## src/rtl/imem_loader.sv

```systemverilog
// Byte-stream instruction memory loader: packs little-endian bytes into 32-bit words,
// writes them sequentially into instruction memory and holds the CPU in reset while busy.
module imem_loader #(
  parameter int          DEPTH     = 256,
  parameter logic [31:0] BASE_ADDR = 32'h0000_0000,
  parameter int          CNT_W     = $clog2(DEPTH) + 1
) (
  input  logic             clk,
  input  logic             rst_n,
  input  logic             start,
  input  logic [CNT_W-1:0] load_words,
  input  logic             byte_valid,
  input  logic [7:0]       byte_data,
  output logic             byte_ready,
  output logic             imem_we,
  output logic [31:0]      imem_addr,
  output logic [31:0]      imem_wdata,
  output logic             cpu_rst_n,
  output logic             busy,
  output logic             done,
  output logic             error,
  output logic [CNT_W-1:0] words_written
);

  typedef enum logic [1:0] {IDLE, LOAD, WRITE, DONE} state_t;

  localparam logic [CNT_W-1:0] DEPTH_CNT = CNT_W'(DEPTH);
  localparam logic [CNT_W-1:0] ONE       = CNT_W'(1);

  state_t           state;
  logic [1:0]       byte_cnt;
  logic [23:0]      buffer;
  logic [CNT_W-1:0] word_idx;
  logic [CNT_W-1:0] target;
  logic [CNT_W-1:0] next_idx;

  assign next_idx  = word_idx + ONE;
  assign cpu_rst_n = rst_n & ~busy;

  always_ff @(posedge clk or negedge rst_n) begin
    if (!rst_n) begin
      state         <= IDLE;
      byte_cnt      <= '0;
      buffer        <= '0;
      word_idx      <= '0;
      target        <= '0;
      byte_ready    <= 1'b0;
      imem_we       <= 1'b0;
      imem_addr     <= '0;
      imem_wdata    <= '0;
      busy          <= 1'b0;
      done          <= 1'b0;
      error         <= 1'b0;
      words_written <= '0;
    end else begin
      imem_we <= 1'b0;
      case (state)
        IDLE, DONE: begin
          if (start) begin
            words_written <= '0;
            word_idx      <= '0;
            byte_cnt      <= '0;
            error         <= (load_words > DEPTH_CNT);
            // Oversized and empty loads finish immediately without touching memory.
            if ((load_words > DEPTH_CNT) || (load_words == '0)) begin
              state <= DONE;
              done  <= 1'b1;
            end else begin
              state      <= LOAD;
              target     <= load_words;
              byte_ready <= 1'b1;
              busy       <= 1'b1;
              done       <= 1'b0;
            end
          end
        end
        LOAD: begin
          if (byte_valid) begin
            if (byte_cnt == 2'd3) begin
              imem_wdata <= {byte_data, buffer};
              imem_addr  <= BASE_ADDR + 32'({word_idx, 2'b00});
              imem_we    <= 1'b1;
              byte_ready <= 1'b0;
              byte_cnt   <= '0;
              state      <= WRITE;
            end else begin
              buffer[8*byte_cnt +: 8] <= byte_data;
              byte_cnt                <= byte_cnt + 2'd1;
            end
          end
        end
        WRITE: begin
          words_written <= words_written + ONE;
          word_idx      <= next_idx;
          if (next_idx == target) begin
            state <= DONE;
            busy  <= 1'b0;
            done  <= 1'b1;
          end else begin
            state      <= LOAD;
            byte_ready <= 1'b1;
          end
        end
        default: state <= IDLE;
      endcase
    end
  end

endmodule

```

## config.mk

```make
export PLATFORM = sky130hd
export DESIGN_NAME = imem_loader
export DESIGN_NICKNAME = d
export VERILOG_FILES = /design/src/rtl/imem_loader.sv
export SDC_FILE = /design/constraint.sdc
export NUM_CORES = 1
export LEC_CHECK = 0
export ABC_AREA = 1
export BUFFER_PORTS_ARGS = -buffer_cell sky130_fd_sc_hd__buf_2
export CORE_ASPECT_RATIO = 0.5
export CORE_MARGIN = 4
export CORE_UTILIZATION = 35
export DETAILED_ROUTE_END_ITERATION = 12
export PLACE_DENSITY = 0.55
export SYNTH_ARGS = -nofsm -noshare
export SYNTH_HDL_FRONTEND = slang
export SYNTH_SLANG_ARGS = --single-unit
```

## constraint.sdc

```tcl
create_clock -name clk -period 4 [get_ports clk]
set_clock_uncertainty 0.1 [all_clocks]
set_input_delay 0.6 -clock clk [delete_from_list [all_inputs] [get_ports clk]]
set_output_delay 0.6 -clock clk [all_outputs]
set_load 0.01 [all_outputs]
```

**Yosys cells after proc, flatten, opt, wreduce, memory -nomap -nowiden**

Index checks and enable logic that the tools add are counted.

- Register bits: 101
- Input bits: 21
- Logic and storage cells: 80

- Add/sub/neg operators: 4
- Magnitude comparators: 1
- Eq/ne operators: 11
- Shift-type cells: 2
- Muxes and demuxes: 29
- Bitwise logic cells: 4
- Reduce and logical (&&, ||, !) cells: 16

Operators by type and width:

| kind | count |
|---|---|
| 9-bit one-hot mux with 2 select lines | 2 |
| 5-bit negation with 34-bit output | 1 |
| 8-bit by 34-bit variable shift with 24-bit output (first input constant) | 1 |
| 8-bit by 34-bit indexed part select with 24-bit output | 1 |
| 24-bit bitwise mux | 1 |
| 9-bit by 1-bit adder with 9-bit output (second input constant) | 2 |
| 3-bit AND reduction | 6 |
| 2-bit two-way mux | 8 |
| 1-bit two-way mux | 12 |
| 2-bit != test (second input constant) | 6 |
| 9-bit == test | 1 |
| 9-bit > comparator (second input constant) | 1 |
| 9-bit zero test | 1 |
| 9-bit two-way mux | 1 |
| 2-bit == test (second input constant) | 3 |
| 2-bit one-hot mux with 3 select lines | 1 |
| 5-bit AND reduction | 1 |
| 1-bit one-hot mux with 2 select lines | 2 |
| 2-bit one-hot mux with 2 select lines | 1 |
| 2-bit AND reduction | 2 |
| 4-bit AND reduction | 1 |
| 2-bit nonzero test | 2 |
| 1-bit NOT | 3 |
| 1-bit one-hot mux with 3 select lines | 1 |
| 6 further kinds | 6 |

**Longest topological paths before layout**

Gate-level depths: netlist of the first run.

- Word-level depth: 5
- Depth in mapped cells: 14

**Worst setup path before layout of the first run**

Ideal clock, no wire load.

- Path type: input-to-reg
- From: input port load_words[1]
- To: register target[2]
- Setup time: 78 ps
- Arrival: 1843 ps
- Data required time: 3822 ps
- Path slack: 1979 ps
- Cell stages on the path: 7
- Buffers on the path: 1
- Cells stage by stage: nor4_1 > nand2_1 > ha_1 > nand3_1 > clkbuf_1 > nor2_1 > a21oi_1

- Cells in the longest elaborated chain, start to end: 4

Ends and longest elaborated chain:

| item | line | RTL |
|---|---|---|
| start: declaration | 11 | `input logic [CNT_W-1:0] load_words,` |
| 9-bit > comparator / 9-bit zero test (equally long branches) | 65 | `if ((load_words > DEPTH_CNT) \|\| (load_words == '0)) begin` |
| 1-bit logical OR (*) | 65 |  |
| 1-bit NOT (no source line) (*) | -- |  |
| 3-bit AND reduction (no source line) (*) | -- |  |
| end signal: assignment | 70 | `target <= load_words;` |
| end: declaration | 34 | `logic [CNT_W-1:0] target;` |

Every way passes the cells marked *; elsewhere a longest branch is shown, timed or not.
A chain may end at the register's enable or synchronous reset.

**Worst setup path in the final report of the first run**

- From: register state[0]
- To: register words_written[7]

- Cells in the longest elaborated chain, start to end: 4

Ends and longest elaborated chain:

| item | line | RTL |
|---|---|---|
| start: declaration | 30 | `state_t state;` |
| start signal: assignment | 42 | `state <= IDLE;` |
| start signal: assignment | 66 | `state <= DONE;` |
| start signal: assignment | 69 | `state <= LOAD;` |
| 2-bit == test / 2-bit zero test (equally long branches) | 57 | `case (state)` |
| 2-bit OR reduction | 57 |  |
| 2-bit != test (no source line) / 2-bit nonzero test (equally long branches) | -- |  |
| 2-bit AND reduction (no source line) | -- |  |
| end signal: assignment | 93 | `words_written <= words_written + ONE;` |
| end: declaration | 22 | `output logic [CNT_W-1:0] words_written` |

Parallel ways exist; a longest one is shown, timed or not.

==> results of run 1 <==
==> cell families (layout without fill, tap and decap cells) <==
family / count (synthesis) / after routing
and+or+nand+nor: 227 / 227
buffers and inverters: 108 / 161
DFF: 101 / 101
AOI/OAI and AO/OA: 87 / 87
adders and majority gates: 11 / 11
muxes: 4 / 4
xor gates and xnor gates: 3 / 3
other: 1 / 23
==> cell type report <==
cell class | count | area (um2)
Timing Repair Buffer | 77 | 390
Fill cell | 1322 | 7470
Inverter | 68 | 255
Clock buffer | 10 | 229
Multi-Input combinational cell | 355 | 1800
Clock inverter | 6 | 70.1
Sequential cell | 101 | 2530
Tap cell | 170 | 213
==> through the flow <==
stage / worst slack (ns) / total power (uW) / hold slack, ns / util [%]
2_1_floorplan: 1.98 / 2430 / 0.204 / -
3_3_place_gp: 1.49 / 2840 / 0.353 / 40.0
3_5_place_dp: 1.46 / 2860 / 0.360 / 40.0
4_1_cts: 1.79 / 3760 / 0.119 / 42.3
5_1_grt: 1.51 / 4040 / 0.134 / 42.3
6_report: 1.78 / 3720 / 0.0974 / 42.3
==> per-layer routing <==
layer | vias to the layer above | part of all wire [%] | track usage (%)
li1 | 1856 | - | -
met1 | 1725 | 50 | 20.2
met2 | 91 | 44 | 21.3
met3 | 8 | 4.5 | 3.72
met4 | 0 | 0.98 | 3.32
met5 | - | 0 | 0
==> cell usage after synthesis, drive strengths merged <==
| cell | number | area share (%) |
|---|---|---|
| nor4 | 2 | 0.26 |
| inv | 68 | 5.4 |
| dfrtp | 101 | 53 |
| o31ai | 1 | 0.16 |
| xnor2 | 1 | 0.18 |
| nand4 | 23 | 3.0 |
| nor3 | 5 | 0.53 |
| xor2 | 2 | 0.37 |
| buf | 28 | 4.3 |
| or2 | 1 | 0.13 |
| nand3b | 1 | 0.16 |
| clkbuf | 12 | 0.95 |
| mux2 | 4 | 0.95 |
| nor3b | 2 | 0.53 |
| ha | 11 | 2.9 |
| conb | 1 | 0.079 |
| o21ai | 68 | 7.2 |
| nand3 | 35 | 3.8 |
| a21oi | 14 | 1.6 |
| nor2 | 37 | 3.9 |
| o22ai | 4 | 0.53 |
| nand2 | 121 | 9.9 |
==> flip-flops by register name, indices dropped and copies added, names as in the netlist, 2 cells and up <==
| register | cells |
|---|---|
| target | 9 |
| byte_cnt | 2 |
| imem_wdata | 32 |
| imem_addr | 9 |
| word_idx | 9 |
| buffer | 24 |
| words_written | 9 |
| state | 2 |
==> worst max-delay path by stage <==
stage	slack, ns	cells after the start	end
2_1_floorplan	1.98	7	target[2]
3_3_place_gp	1.49	6	target[4]
3_5_place_dp	1.46	6	target[8]
4_1_cts	1.79	12	words_written[7]
5_1_grt	1.51	12	words_written[7]
6_report	1.78	12	words_written[7]
==> worst register-to-register path: stages (launching register included) <==
cell,delay (ns)
dfrtp_1,0.40
inv_1,0.06
ha_1,0.39
nand2_1,0.11
inv_1,0.10
a21oi_2,0.07
inv_2,0.24
nand3_1,0.16
nor3b_2,0.24
nand2_1,0.10
nand2_1,0.06
nand2_1,0.04
nor2_1,0.08
==> power groups by stage <==
stage	sequential (uW)	clock [uW]	combinational, uW
after CTS	1580	912	1270
after floorplan	1620	0	811
after detailed placement	1600	0	1270
after global placement	1580	0	1250
after global routing	1630	966	1440
final	1570	892	1250
==> qor.yml, run 1 <==
report.final.hold_viol_count: 0
power_leakage_uw: 0.00276
critPathMaxStageDelay_ns: 0.40
end_kind: "flop"
ctsRootBufferMaster: "clkbuf_16"
cts.hold.buffers_added: 0
wl_per_cell_um: 13.5
synthCells: 542
critPathTopFamily: "simple AND/OR/NAND/NOR gates"
cp_cell_sequence: "inv_1 > ha_1 > nand2_1 > inv_1 > a21oi_2 > inv_2 > nand3_1 > nor3b_2 > nand2_1 > nand2_1 > nand2_1 > nor2_1"
via_count: 3680
grt_overflow: 0
drtAntennaViolNets: 0
area_growth_syn_to_layout_pct: 15.5
drv_cap: 0
syn-cell-area_um2: 4750
synth.distinct_cells: 32
slew_headroom_pct: 32.1
crit_type: "flop to flop"
synth-compound-area-share_pct: 9.41
power_frac_clock_pct: 24.0
holdCritPathClass: "input pin to async pin"
rsz0062_at_grt: "no"
viasPerCell: 4.68
p_comb_share_pct: 33.7
placed_area_um2: 5180
crit_path_start: "state[0]"
cp_slowest_cell: "dfrtp_1"
cp_num_buf_inv: 3
power.switching_uw: 1410
grt_pass1_vias: 3449
grt_first_pass_wirelength_mm: 18.1
fin_nets: 644
finalMaxSlewViolations: 0
share_seq_of_total_power_pct: 42.2
netSwitchingFraction_pct: 38.1
die_h_um: 90.4
postCtsSetupBuffers: 0
period_needed_ns: 2.22
first_iter_violations: 293
peakVddDrop_mv: 0.258
tns_ns: 0
antennaDiodeCount: 0
intPower_uw: 2300
synth_top_family_by_area: "simple AND/OR/NAND/NOR gates"
die_w_um: 173
postLayoutCellArea_um2: 5480
final_common_cell: "nand2_1"
cp.required_ns: 4.17
cts_buffer_depth: 2
wl_mm: 10.6
fin_crit_sh_pct: 55.5
core_area_um2: 13000
clock_sinks: 101
layout_common_cells: "116 x nand2_1, 101 x dfrtp_1, 75 x buf_2"
synthXorXnorAreaFrac_pct: 0.554
post_cts_resized: 0
htree_levels: 3
regToRegSetupSlack_ns: 1.78
ys_seq_elements: 101
antenna_found_initial: 0
cp.arrival_ns: 2.39
cp_common_cell: "nand2_1"
pin_count: 100
start_kind: "flop"
yosys.area_share.simple_pct: 22.2
setup_violations: 0
place_inst: 771
die-area_um2: 15600
max_freq_mhz: 451
seq_area_frac_synth_pct: 53.2
status: "finished, final reports clean"
syn_area_per_cell_um2: 8.76
p_per_area_nw_per_um2: 678
grt_use_total_pct: 14.1
muxShareOfSynthArea_pct: 0.949
cp_max_fo: 14
cts_tree: "built"
path_clk_slew_ns: 0.07
rr_startpoint: "state[0]"
place_hpwl_mm: 7.63
grt_max_degree: 75
rows: 29
yosysWarnings: 0
r2r_end: "words_written[7]"
drive_gt1_share_pct: 19.6
port_buffers: 76
start_util_pct: 36.6
synth_adder_area_share_pct: 2.90
firstDrtPassIters: 4
gp_congestion: 0.822
clock_latency_ns: 0.35
worstRegToRegCells: 12
fin_cells: 787
cts_inserted_buffers: 9
drc: 0
tightest_slew_ns: 1.02
Power figures use the tool's default switching activity.
==> inputs of run 2 (changes only) <==
clock period = 2.1 ns   (was 4 ns; I/O delays follow)
==> qor.yml, run 2 (synthesis results as in run 1) <==
tns_ns: 0  # unchanged
grt_pass1_vias: 3573  # +3.6%
gp_congestion: 0.800  # -2.7%
report.final.hold_viol_count: 0  # unchanged
core_area_um2: 13000  # unchanged
peakVddDrop_mv: 0.488  # +89%
grt_use_total_pct: 14.2  # +0.14 points
final_common_cell: "nand2_1"
end_kind: "flop"
max_freq_mhz: 531  # +18%
largest_reg_flops: 32  # unchanged
place_hpwl_mm: 7.68  # +0.57%
nFillCells: 1296  # -2.0%
viasPerCell: 4.58  # -2.1%
die_w_um: 173  # unchanged
first_iter_violations: 235  # -20%
status: "finished, final reports clean"
cp.arrival_ns: 2.05  # -0.34 ns
cp_max_fo: 5  # -9
via_count: 3699  # +0.52%
pin_count: 100  # unchanged
wl_per_cell_um: 13.3  # -1.8%
crit_type: "flop to flop"
die_h_um: 90.4  # unchanged
power_leakage_uw: 0.00289  # +4.9%
period_needed_ns: 1.88  # -0.336 ns
rows: 29  # unchanged
met2_usage_pct: 21.8  # +0.43 points
drtAntennaViolNets: 0  # unchanged
start_util_pct: 36.6  # unchanged
antenna_found_initial: 0  # unchanged
start_kind: "flop"
rsz0062_at_grt: "no"
largestRegisters: "imem_wdata (32), buffer (24)"
grt_first_pass_wirelength_mm: 18.5  # +2.5%
postLayoutCellArea_um2: 5730  # +4.5%
drive_gt1_share_pct: 22.6  # +3.0 points
htree_levels: 3  # unchanged
wl_mm: 10.7  # +0.84%
placed_area_um2: 5360  # +3.3%
antennaDiodeCount: 0  # unchanged
layout_common_cells: "116 x nand2_1, 101 x dfrtp_1, 75 x buf_2"
clock_latency_ns: 0.34  # about the same
slew_headroom_pct: 63.0  # +31 points
firstDrtPassIters: 5  # +1
drv_cap: 0  # unchanged
fin_crit_sh_pct: 89.7  # +34 points
die-area_um2: 15600  # unchanged
cts_tree: "built"
ctsRootBufferMaster: "clkbuf_16"
grt_max_degree: 102  # +36%
p_per_area_nw_per_um2: 1300  # +92%
busiest_layer: "met2"
tightest_slew_ns: 0.553  # -0.465 ns
fin_ws_ns: 0.217  # -1.56 ns
cts_inserted_buffers: 9  # unchanged
pre_cts_ws_ns: 0.0127  # -1.45 ns
port_buffers: 76  # unchanged
holdCritPathClass: "input pin to flop"
fin_nets: 665  # +3.3%
cts_buffer_depth: 2  # unchanged
cp.required_ns: 2.27  # -1.90 ns
final_core_util_pct: 44.2  # +1.9 points
path_clk_slew_ns: 0.08  # about the same
largest_register: "imem_wdata"
gr-usage-met1_pct: 20.9  # +0.71 points
use_met3_pct: 3.43  # -0.29 points
finalMaxSlewViolations: 0  # unchanged
area_growth_syn_to_layout_pct: 20.7
setup_violations: 0  # unchanged
clock_sinks: 101  # unchanged
grt_overflow: 0  # unchanged
drc: 0  # unchanged
## run 2: final cells by class
cell class / instances / area, um2 / share of cell area (%)
flip-flops and latches: 101 / 2530 / 44.1
multi-input cells: 355 / 1820 / 31.7
repair buffers: 98 / 588 / 10.3
inverters: 68 / 255 / 4.45
clock buffers: 9 / 225 / 3.93
well taps: 170 / 213 / 3.71
clock inverters: 7 / 105 / 1.83
## run 2: what timing repair did
| action | in CTS | in global routing |
|---|---|---|
| setup buffers | 0 | 2 |
| endpoints found under the setup margin | 0 | 5 |
| hold buffers | 1 | 0 |
| gates resized for setup | 0 | 3 |
| endpoints found under the hold margin | 101 | 0 |
## run 2: critical path, cell delays in order, from the launching register on
cell	delay, ns
dfrtp_1	0.38
inv_1	0.09
ha_4	0.29
nand2_1	0.07
inv_1	0.09
a21oi_2	0.06
inv_2	0.10
nand3_1	0.10
nor3b_2	0.25
nand2_1	0.10
nand2_1	0.07
nand2_1	0.04
nor2_1	0.08
## run 2: power breakdown
| part | internal [uW] | switching [uW] |
|---|---|---|
| clock | 1060 | 772 |
| combinational | 1020 | 1620 |
| sequential | 2620 | 347 |
| total | 4710 | 2740 |
## run 2: worst paths after layout
check / start / to / slack (ns) / depth (start not counted)
worst max-delay path: state[0] / words_written[7] / 0.22 / 12
worst min-delay path: load_words[0] / target[0] / 0.12 / 2
worst max register to register: state[0] / words_written[7] / 0.22 / 12
worst min register to register: byte_ready / byte_ready / 0.37 / 2
max in group asynchronous: rst_n / imem_addr[6] / 0.98 / 3
min in group asynchronous: rst_n / words_written[4] / 0.52 / 3
## run 2: per-layer routing
metal  vias to the layer above  share of wire (%)
li1                       1904                  -
met1                      1718                 51
met2                        73                 44
met3                         4                3.8
met4                         0               0.51
met5                         -                  0
## run 2: through the flow
stage	total power, uW	hold WS (ns)	std cells
final	7450	0.118	808
after detailed placement	5630	0.345	789
after CTS	7480	0.109	806
after global routing	8090	0.115	808
after floorplan	4630	-0.0806	564
after global placement	5590	0.342	789
==> inputs of run 3 (changes only) <==
ABC_AREA = unset   (was 1)
SKIP_LAST_GASP = 1   (was unset)
==> qor.yml, run 3 <==
grt_max_degree: 102  # unchanged
clock_latency_ns: 0.34  # about the same
yosysWarnings: 0  # unchanged
synth_edf_count: 0  # unchanged
max_freq_mhz: 499  # -6.0%
fin_crit_sh_pct: 95.3  # +5.7 points
die-area_um2: 15600  # -0.17%
via_count: 3385  # -8.5%
htree_levels: 3  # unchanged
yosysTopAreaCell: "dfrtp_1"
wl_per_cell_um: 15.1  # +14%
largest_reg_flops: 32  # unchanged
fin_nets: 561  # -16%
cp.required_ns: 2.22  # -0.05 ns
nFillCells: 1236  # -4.6%
largest_register: "imem_wdata"
cp_max_fo: 4  # -1
antennaDiodeCount: 0  # unchanged
placed_area_um2: 5380  # +0.47%
grt_pass1_vias: 3362  # -5.9%
final_common_cell: "dfrtp_1"
layout_common_cells: "100 x dfrtp_1, 77 x nand2_1, 75 x buf_2"
firstDrtPassIters: 4  # -1
ys_seq_elements: 101  # unchanged
cts_inserted_buffers: 9  # unchanged
status: "finished, violations left"
wl_mm: 10.6  # -1.1%
synth.distinct_cells: 43  # +34%
die_h_um: 90.3  # about the same
period_needed_ns: 2.00  # +0.119 ns
cts_buffer_depth: 2  # unchanged
report.final.hold_viol_count: 4  # +4
cp_slowest_cell: "dfrtp_1"
pin_count: 100  # unchanged
place_hpwl_mm: 7.58  # -1.3%
postLayoutCellArea_um2: 5730  # about the same
design_power_total_uw: 6750  # -9.4%
seq_area_frac_synth_pct: 53.3  # +0.098 points
core_area_um2: 13000  # unchanged
ctsRootBufferMaster: "clkbuf_16"
ys.flop_type: "dfrtp_1"
syn_area_per_cell_um2: 10.9  # +24%
p_per_area_nw_per_um2: 1180  # -9.3%
grt_use_total_pct: 14.1  # -0.13 points
cts.hold.buffers_added: 0  # -1
end_kind: "flop"
synthCells: 436  # -20%
path_clk_slew_ns: 0.07  # about the same
cp_num_buf_inv: 0  # -3
drtAntennaViolNets: 0  # unchanged
first_iter_violations: 207  # -12%
crit_type: "flop to flop"
grt_first_pass_wirelength_mm: 17.8  # -4.0%
critPathTopFamily: "compound AO/OA/AOI/OAI gates"
slew_headroom_pct: 63.6  # +0.58 points
area_growth_syn_to_layout_pct: 20.9
tightest_slew_ns: 0.547  # -0.00632 ns
holdCritPathClass: "input pin to async pin"
cts_tree: "built"
die_w_um: 173  # about the same
critPathMaxStageDelay_ns: 0.39  # about the same
drv_cap: 0  # unchanged
cp.arrival_ns: 2.12  # +0.07 ns
port_buffers: 76  # unchanged
ys_async_sr_fraction_pct: 100  # unchanged
clock_sinks: 101  # unchanged
start_kind: "flop"
violations: "negative hold slack"
rows: 29  # unchanged
drc: 0  # unchanged
grt_overflow: 0  # unchanged
place_inst: 687  # -13%
setup_violations: 0  # unchanged
drive_gt1_share_pct: 33.3  # +11 points
syn-cell-area_um2: 4740  # -0.18%
yosys-top-cells-area: "dfrtp_1 53%, mux2_2 12%, nand2_1 6.1%, o21ai_0 4.5%, buf_4 4.0%"
cp_cell_sequence: "ha_2 > xnor2_1 > o21ai_0 > nor3_2 > o2111ai_4 > o41ai_2 > nand2_1"
viasPerCell: 4.82  # +5.3%
synth_common_cells: "101 x dfrtp_1, 77 x nand2_1, 50 x mux2_2"
antenna_found_initial: 0  # unchanged
finalMaxSlewViolations: 0  # unchanged
largestRegisters: "imem_wdata (32), buffer (24)"
hold_slack_ns: -0.00546  # -0.123 ns
fin_cells: 702  # -13%
start_util_pct: 36.6  # -0.068 points
gp_congestion: 0.794  # -0.75%
synth_top_area_share_pct: 53.3  # +0.098 points
peakVddDrop_mv: 0.477  # -2.3%
post-synth-top-count-cell: "dfrtp_1"
power_leakage_uw: 0.00282  # -2.6%
[run 3: changes by cell type after synthesis, moves of 9 or more]
cell     previous run  this run
inv_1              62        10
mux2_2              4        50
nand2_1           116        77
nand3_1            34         8
o21ai_0            67        43
nand4_1            23         6
nor2_1             29        16
xnor2_1             1        10
[run 3: kinds of logic after synthesis]
| group | Yosys count | synth area share [%] |
|---|---|---|
| simple gates | 133 | 12.9 |
| flops | 101 | 53.3 |
| compound gates | 73 | 9.37 |
| mux | 51 | 12.1 |
| buf+inv | 50 | 6.34 |
| xor+xnor | 16 | 2.96 |
| fa+ha+maj | 11 | 2.90 |
| other cells | 1 | 0.0791 |
[run 3: routing by layer]
metal	vias up	track usage [%]	wire length, um
met5	-	0	0
met4	0	4.85	178
met3	11	4.27	589
met2	78	21.5	4900
met1	1654	19.1	4930
li1	1642	-	-
[run 3: layout make-up]
class,count,area (um2),share of cell area (%)
Clock inverter,5,38.8,0.677
Clock buffer,9,225,3.93
Multi-Input combinational cell,307,2070,36.2
Timing Repair Buffer,100,613,10.7
Inverter,10,37.5,0.655
Tap cell,170,213,3.71
Sequential cell,101,2530,44.1
[run 3: worst paths after layout]
path	endpoint	slack [ns]	startpoint	depth (start not counted)
min reg2reg	buffer[14]	0.39	buffer[14]	2
max reg2reg	busy	0.1	word_idx[0]	7
max in group asynchronous	word_idx[4]	1.48	rst_n	2
max	busy	0.1	word_idx[0]	7
min in group clk	target[1]	0.13	load_words[1]	2
min	imem_wdata[13]	-0.005	rst_n	2
[run 3: worst reg2reg max path: stages, from the launching register on]
cell       delay [ns]
dfrtp_1          0.39
ha_2             0.34
xnor2_1          0.11
o21ai_0          0.12
nor3_2           0.23
o2111ai_4        0.20
o41ai_2          0.31
nand2_1          0.07
[run 3: power by group]
group	internal, uW	leakage (uW)	switching, uW
registers	2430	0.00135	341
logic	1120	0.00134	1340
clock network	796	0.000128	719
total	4350	0.00282	2400
[run 3: metrics by stage]
step / utilization [%] / TNS, ns / setup slack, ns
after floorplan: - / 0 / 0.0981
after global placement: 41.5 / 0 / 0.0761
after detailed placement: 41.5 / -0.0172 / -0.0105
after CTS: 43.6 / 0 / 0.0389
after global routing: 44.2 / -0.0287 / -0.0133
final: 44.2 / 0 / 0.0979
[run 3: what timing repair did]
| item | in CTS | in global routing |
|---|---|---|
| resized for setup | 1 | 11 |
| setup endpoints to repair | 2 | 8 |
| gates cloned | 0 | 0 |
| pin swaps | 0 | 1 |
| buffers inserted | 0 | 1 |
